File: src/rtl/gsens_tilt_filter.sv
// gsens_tilt_filter
//   Samples a signed accelerometer axis word on every data-ready interrupt and
//   averages 2^AVG_LOG2 samples per window. It converts the average to a
//   saturating sign/magnitude value and quantises it to OUT_W bits. A dead zone
//   and a stability debounce are then applied before the result is published.
//
// Ports
//   clk            system clock
//   resetN         asynchronous active-low reset
//   enable         synchronous enable; low clears window/debounce state, holds outputs
//   iDIG           signed sample, stable while iG_INT2 is high
//   iG_INT2        data-ready interrupt, asynchronous to clk
//   tilt_amount    published quantised magnitude
//   tilt_direction published sign (1 = negative)
//   tilt_valid     one-cycle pulse when the published value changes
//   window_done    one-cycle pulse per evaluated window result
module gsens_tilt_filter #(
  parameter int DATA_W     = 10,
  parameter int OUT_W      = 4,
  parameter int AVG_LOG2   = 2,
  parameter int DEADZONE   = 1,
  parameter int STABLE_CNT = 2
) (
  input  logic              clk,
  input  logic              resetN,
  input  logic              enable,
  input  logic [DATA_W-1:0] iDIG,
  input  logic              iG_INT2,
  output logic [OUT_W-1:0]  tilt_amount,
  output logic              tilt_direction,
  output logic              tilt_valid,
  output logic              window_done
);

  localparam int              ACC_W    = DATA_W + AVG_LOG2;
  localparam int              CNT_W    = AVG_LOG2 + 1;
  localparam logic [CNT_W-1:0] LAST_IDX = CNT_W'((1 << AVG_LOG2) - 1);
  localparam int              ST_W     = $clog2(STABLE_CNT + 1);
  localparam logic [ST_W-1:0] STAB_MAX = ST_W'(STABLE_CNT);
  localparam logic [OUT_W:0]  DZ       = (OUT_W + 1)'(DEADZONE);

  // ---------------------------------------------------------------------------
  // Interrupt synchroniser and rising-edge detect
  // ---------------------------------------------------------------------------
  logic r_sync1, r_sync2, r_sync3;
  logic w_edge;

  always_ff @(posedge clk or negedge resetN) begin
    if (!resetN) begin
      r_sync1 <= 1'b0;
      r_sync2 <= 1'b0;
      r_sync3 <= 1'b0;
    end else begin
      r_sync1 <= iG_INT2;
      r_sync2 <= r_sync1;
      r_sync3 <= r_sync2;
    end
  end

  assign w_edge = r_sync2 & ~r_sync3;

  // ---------------------------------------------------------------------------
  // Window accumulator
  // ---------------------------------------------------------------------------
  logic signed [ACC_W-1:0] r_acc;
  logic signed [ACC_W-1:0] r_window_sum;
  logic signed [ACC_W-1:0] w_sample;
  logic signed [ACC_W-1:0] w_acc_next;
  logic [CNT_W-1:0]        r_cnt;
  logic                    r_close;

  assign w_sample   = ACC_W'($signed(iDIG));
  assign w_acc_next = r_acc + w_sample;

  // The closing sample goes straight into window_sum while the accumulator
  // restarts from zero, so back-to-back windows lose nothing.
  always_ff @(posedge clk or negedge resetN) begin
    if (!resetN) begin
      r_acc        <= '0;
      r_cnt        <= '0;
      r_window_sum <= '0;
      r_close      <= 1'b0;
    end else begin
      r_close <= 1'b0;
      if (!enable) begin
        r_acc <= '0;
        r_cnt <= '0;
      end else if (w_edge) begin
        if (r_cnt == LAST_IDX) begin
          r_window_sum <= w_acc_next;
          r_acc        <= '0;
          r_cnt        <= '0;
          r_close      <= 1'b1;
        end else begin
          r_acc <= w_acc_next;
          r_cnt <= r_cnt + CNT_W'(1);
        end
      end
    end
  end

  // ---------------------------------------------------------------------------
  // Stage E: average, saturating absolute value, quantise, dead zone
  // ---------------------------------------------------------------------------
  logic signed [ACC_W-1:0]  w_avg_full;
  logic signed [DATA_W-1:0] w_avg;
  logic [DATA_W-1:0]        w_mag;
  logic [OUT_W-1:0]         w_q;
  logic                     w_dir;
  logic                     w_unused;

  assign w_avg_full = r_window_sum >>> AVG_LOG2;
  assign w_avg      = w_avg_full[DATA_W-1:0];

  always_comb begin
    w_dir = w_avg[DATA_W-1];
    if (!w_dir)
      w_mag = w_avg;
    else if (w_avg == {1'b1, {(DATA_W-1){1'b0}}})
      // Negating the most-negative value would wrap; clamp to the largest magnitude.
      w_mag = {1'b0, {(DATA_W-1){1'b1}}};
    else
      w_mag = -w_avg;
    w_q = w_mag[DATA_W-2 -: OUT_W];
    if ({1'b0, w_q} < DZ) begin
      w_q   = '0;
      w_dir = 1'b0;
    end
  end

  // Bits of the averaged word that the quantiser does not look at.
  assign w_unused = ^{w_avg_full, w_mag};

  logic             r_e_valid;
  logic             r_e_dir;
  logic [OUT_W-1:0] r_e_q;

  always_ff @(posedge clk or negedge resetN) begin
    if (!resetN) begin
      r_e_valid <= 1'b0;
      r_e_dir   <= 1'b0;
      r_e_q     <= '0;
    end else begin
      r_e_valid <= r_close & enable;
      if (r_close) begin
        r_e_dir <= w_dir;
        r_e_q   <= w_q;
      end
    end
  end

  assign window_done = r_e_valid;

  // ---------------------------------------------------------------------------
  // Stage C: stability debounce and publish
  // ---------------------------------------------------------------------------
  logic [OUT_W:0]  r_cand;
  logic [OUT_W:0]  w_res;
  logic [ST_W-1:0] r_stab;
  logic [ST_W-1:0] w_stab_next;
  logic            w_publish;

  assign w_res = {r_e_dir, r_e_q};

  always_comb begin
    if (w_res != r_cand)
      w_stab_next = ST_W'(1);
    else if (r_stab == STAB_MAX)
      w_stab_next = r_stab;
    else
      w_stab_next = r_stab + ST_W'(1);
    w_publish = (w_stab_next == STAB_MAX) && (w_res != {tilt_direction, tilt_amount});
  end

  always_ff @(posedge clk or negedge resetN) begin
    if (!resetN) begin
      r_cand         <= '0;
      r_stab         <= '0;
      tilt_amount    <= '0;
      tilt_direction <= 1'b0;
      tilt_valid     <= 1'b0;
    end else begin
      tilt_valid <= 1'b0;
      if (!enable) begin
        r_cand <= '0;
        r_stab <= '0;
      end else if (r_e_valid) begin
        r_cand <= w_res;
        r_stab <= w_stab_next;
        if (w_publish) begin
          {tilt_direction, tilt_amount} <= w_res;
          tilt_valid                    <= 1'b1;
        end
      end
    end
  end

endmodule

File: config.mk
export PLATFORM = sky130hd
export DESIGN_NAME = gsens_tilt_filter
export DESIGN_NICKNAME = d
export VERILOG_FILES = /design/src/rtl/gsens_tilt_filter.sv
export SDC_FILE = /design/constraint.sdc
export NUM_CORES = 1
export LEC_CHECK = 0
export CAP_MARGIN = 20
export CORE_MARGIN = 2
export CORE_UTILIZATION = 52
export CTS_CLUSTER_DIAMETER = 150
export DETAILED_ROUTE_END_ITERATION = 8
export PLACE_DENSITY = 0.76
export REMOVE_ABC_BUFFERS = 1
export SYNTH_ARGS = -nofsm -noshare
export SYNTH_HDL_FRONTEND = slang
export SYNTH_SLANG_ARGS = --single-unit
File: constraint.sdc
create_clock -name clk -period 1.91 [get_ports clk]
set_clock_uncertainty 0.1 [all_clocks]
set_input_delay 0.191 -clock clk [delete_from_list [all_inputs] [get_ports clk]]
set_output_delay 0.191 -clock clk [all_outputs]
set_load 0.1 [all_outputs]
==> metrics.md <==
| Metric | Value |
|---|---|
| Max-slew violations | 0 |
| CP Max Fanout | 3 |
| Synth area leader | dfrtp_1 |
| Layout cell share with drive strength beyond 1 | roughly a third |
| Register area share after synthesis | between 40% and 50% |
| Post-synth EDFFs | 0 |
| FILL cells | between 300 and 400 |
| Synth top area share | between 40% and 50% |
| Sink Count | 48 |
| Synth top area cells | dfrtp_1 47%, ha_1 6.4%, mux2_2 5.8% |
| Final setup TNS | -1.41 ns |
| Most frequent cells in the layout | 48 x dfrtp_1, 38 x buf_4, 24 x nand2_1, 13 x o21ai_0 |
| FP Rows | 25 |
| Starting DRT DRC Count | between 100 and 150 |
| Ys async rst share | 100% |
| DRT antenna net count | 0 |
| Htree depth | 2 |
| Outcome | finished with violations |
| Worst hold start | iG_INT2 |
| Setup repair after global routing missed its margin | true |
| Slew HR | around two thirds |
| Critical R2R Capture | r_window_sum[10] |
| Total GRT Usage | 21.9% |
| Post-route DRC | 0 |
| P_leak | between 0.0015 and 0.002 uW |
| Worst EP required | 1.99 ns |
| Fmax | about 470 MHz |
| Synth unique cells | 37 |
| Number of global-route vias before repair | ~1,900 |
| Max Buffers Root-to-Sink | 2 |
| Routed WL per cell | 16.0 um |
| Total gr overflow | 0 |
| Initial Util | between 50% and 60% |
| Worst path arrival time | 2.21 ns |
| Final worst slack | -0.214 ns |
| Nets | 319 |
| CTS tree | built |
| # diodes | 0 |
| Clock transition at path regs | around 0.09 ns |
| WL final | 5540 um |
| Final Cycle Share | 111% |
| Placed Area | 2990 um^2 |
| Worst min path class | in2reg |
| Most common cell after layout, fill and taps aside | dfrtp_1 |
| DIE HEIGHT | roughly 74 um |
| Min Tclk post-route | about 2.1 ns |
| Clock buffer count from CTS | 5 |
| Via count | 1,933 |
| Largest net degree at the start of global routing | 29 |
| Hold slack | roughly 0.22 ns |
| Power Total | about 2300 uW |
| Failing checks | negative setup slack |
| Worst-Margin Slew | about 0.50 ns |
| Clock Root Buffer | clkbuf_8 |
| Finish-stage setup viols | 13 |
| Mapped Cells | about 240 |
| Startpoint Class | flop |
| First-pass GRT wire length | approximately 8900 um |
| Worst r2r path cells | 9 |
| Maximum VDD drop | between 500 and 600 uV |
| Placer congestion estimate | 0.818 |
| Cell area after layout | between 3000 and 4000 um^2 |
| Via-to-Cell Ratio | around 5.6 |
| Hold Vio Cnt, Final | 0 |
| Chip width | 73.8 um |
| Area grow syn2layout | 33.9% |
| Initial DRT Pass Iterations | 4 |
| Primary FF master, synth | dfrtp_1 |
| Reg-to-reg critical path startpoint | r_acc[0] |
| Flop-to-flop setup slack | -0.21 ns |
| Placed Cells | between 300 and 400 |
| I/O Pins | 21 |
| WS Path Type | reg2reg |
| Hold EP | r_sync1 |
| Clk_lat worst skew | roughly 0.30 ns |
| Antenna violations before repair | 0 |
| Post-detail-place hpwl | 3520 um |
| Power per Cell Area | about 700 nW/um^2 |
| Finished Layout Cells | ~350 |
| Cells on Worst Hold Path | 1 |
| Buffers on Ports | 20 |
| Post-synthesis register bit count | 48 |
| Crit path capture type | flop |
| Core area | 4690 um^2 |
| Syn Std Cell Area | 2530 um^2 |
| Synth warn | 0 |
| Max_cap viols | 0 |
| Mean area per synthesized cell | between 10 and 15 um^2 |
| Die area | ~5400 um^2 |
kinds of logic after synthesis:
kind of cell | count (synthesis) | synth area share, %
AND/OR/NAND/NOR | 60 | 11.9
AO/OA/AOI/OAI | 56 | 15.3
buffers and inverters | 19 | 2.92
XOR/XNOR | 20 | 7.47
flip-flops | 48 | 47.5
multiplexers | 18 | 7.76
adder cells (fa/ha/maj) | 14 | 7.22
worst max-delay path, cell delays in order, from the launching register on:
cell	delay, ns
dfrtp_1	0.39
ha_2	0.19
inv_2	0.06
fa_2	0.20
nand2b_4	0.13
a21oi_2	0.06
a211oi_2	0.30
o21ai_1	0.14
xor2_1	0.19
mux2_4	0.26
sequential cells by signal, summed over array words and instances, names as in the netlist, 2 cells and up:
| name | flops |
|---|---|
| r_acc | 12 |
| r_window_sum | 10 |
| r_cand | 5 |
| r_e_q | 4 |
| tilt_amount | 4 |
| r_cnt | 3 |
| r_stab | 2 |
timing repair:
item                       CTS  global route
hold endpoints to repair    20             0
setup endpoints to repair   13            15
pin swaps                   13             4
buffers inserted             3             3
hold buffers                 1             0
resized for setup           23            12
metal layers:
| metal | GRT usage, % | wire (um) | vias to the layer above | part of all wire, % |
|---|---|---|---|---|
| met5 | 0 | 0 | - | 0 |
| met4 | 5.45 | 78 | 0 | 1.4 |
| met3 | 4.53 | 144 | 9 | 2.6 |
| met2 | 39.6 | 2980 | 33 | 54 |
| met1 | 26.5 | 2340 | 947 | 42 |
| li1 | - | - | 944 | - |
area by class of cell:
cell class	count	area [um^2]	area share (%)
Clock inverter	2	38.8	1.15
Timing Repair Buffer	56	482	14.2
Tap cell	54	67.6	1.99
Clock buffer	6	82.6	2.44
Sequential cell	48	1200	35.5
Inverter	12	45.0	1.33
Multi-Input combinational cell	168	1470	43.4
synthesized netlist by cell type (2+ instances only):
cell type	count
xor2_1	9
nand3_1	4
nor2b_1	7
a22o_1	11
ha_1	13
clkbuf_1	5
a21oi_2	2
o22ai_1	3
inv_1	12
a211oi_2	2
mux2i_1	5
nor3_1	4
o21ai_1	4
nand2b_1	3
a21oi_1	11
mux2_2	13
nand2_1	25
a31oi_1	3
dfrtp_1	48
xnor2_1	10
o211ai_1	3
o21ai_0	13
nor2_1	6
nand4_1	4
buf_2	2
and2_1	2
through the flow:
stage | setup slack (ns) | util (%)
finish | -0.214 | 72.2
global route | -0.269 | 72.2
CTS | -0.132 | 70.2
detailed placement | -0.586 | 63.7
global placement | -0.552 | 63.7
floorplan | -0.389 | -
worst max path at each step:
stage | start | to
6_report | r_acc[0] | r_window_sum[10]
4_1_cts | r_acc[0] | r_window_sum[6]
5_1_grt | r_acc[0] | r_window_sum[10]
3_3_place_gp | iDIG[0] | r_window_sum[8]
2_1_floorplan | window_done | tilt_amount[0]
3_5_place_dp | iDIG[0] | r_window_sum[8]
power by group:
part	switching (uW)	total (uW)	internal (uW)
combinational	231	482	251
clock	338	766	428
sequential	30.8	1080	1050
total	600	2330	1730
Note: power is estimated with default switching activity, not from simulation.
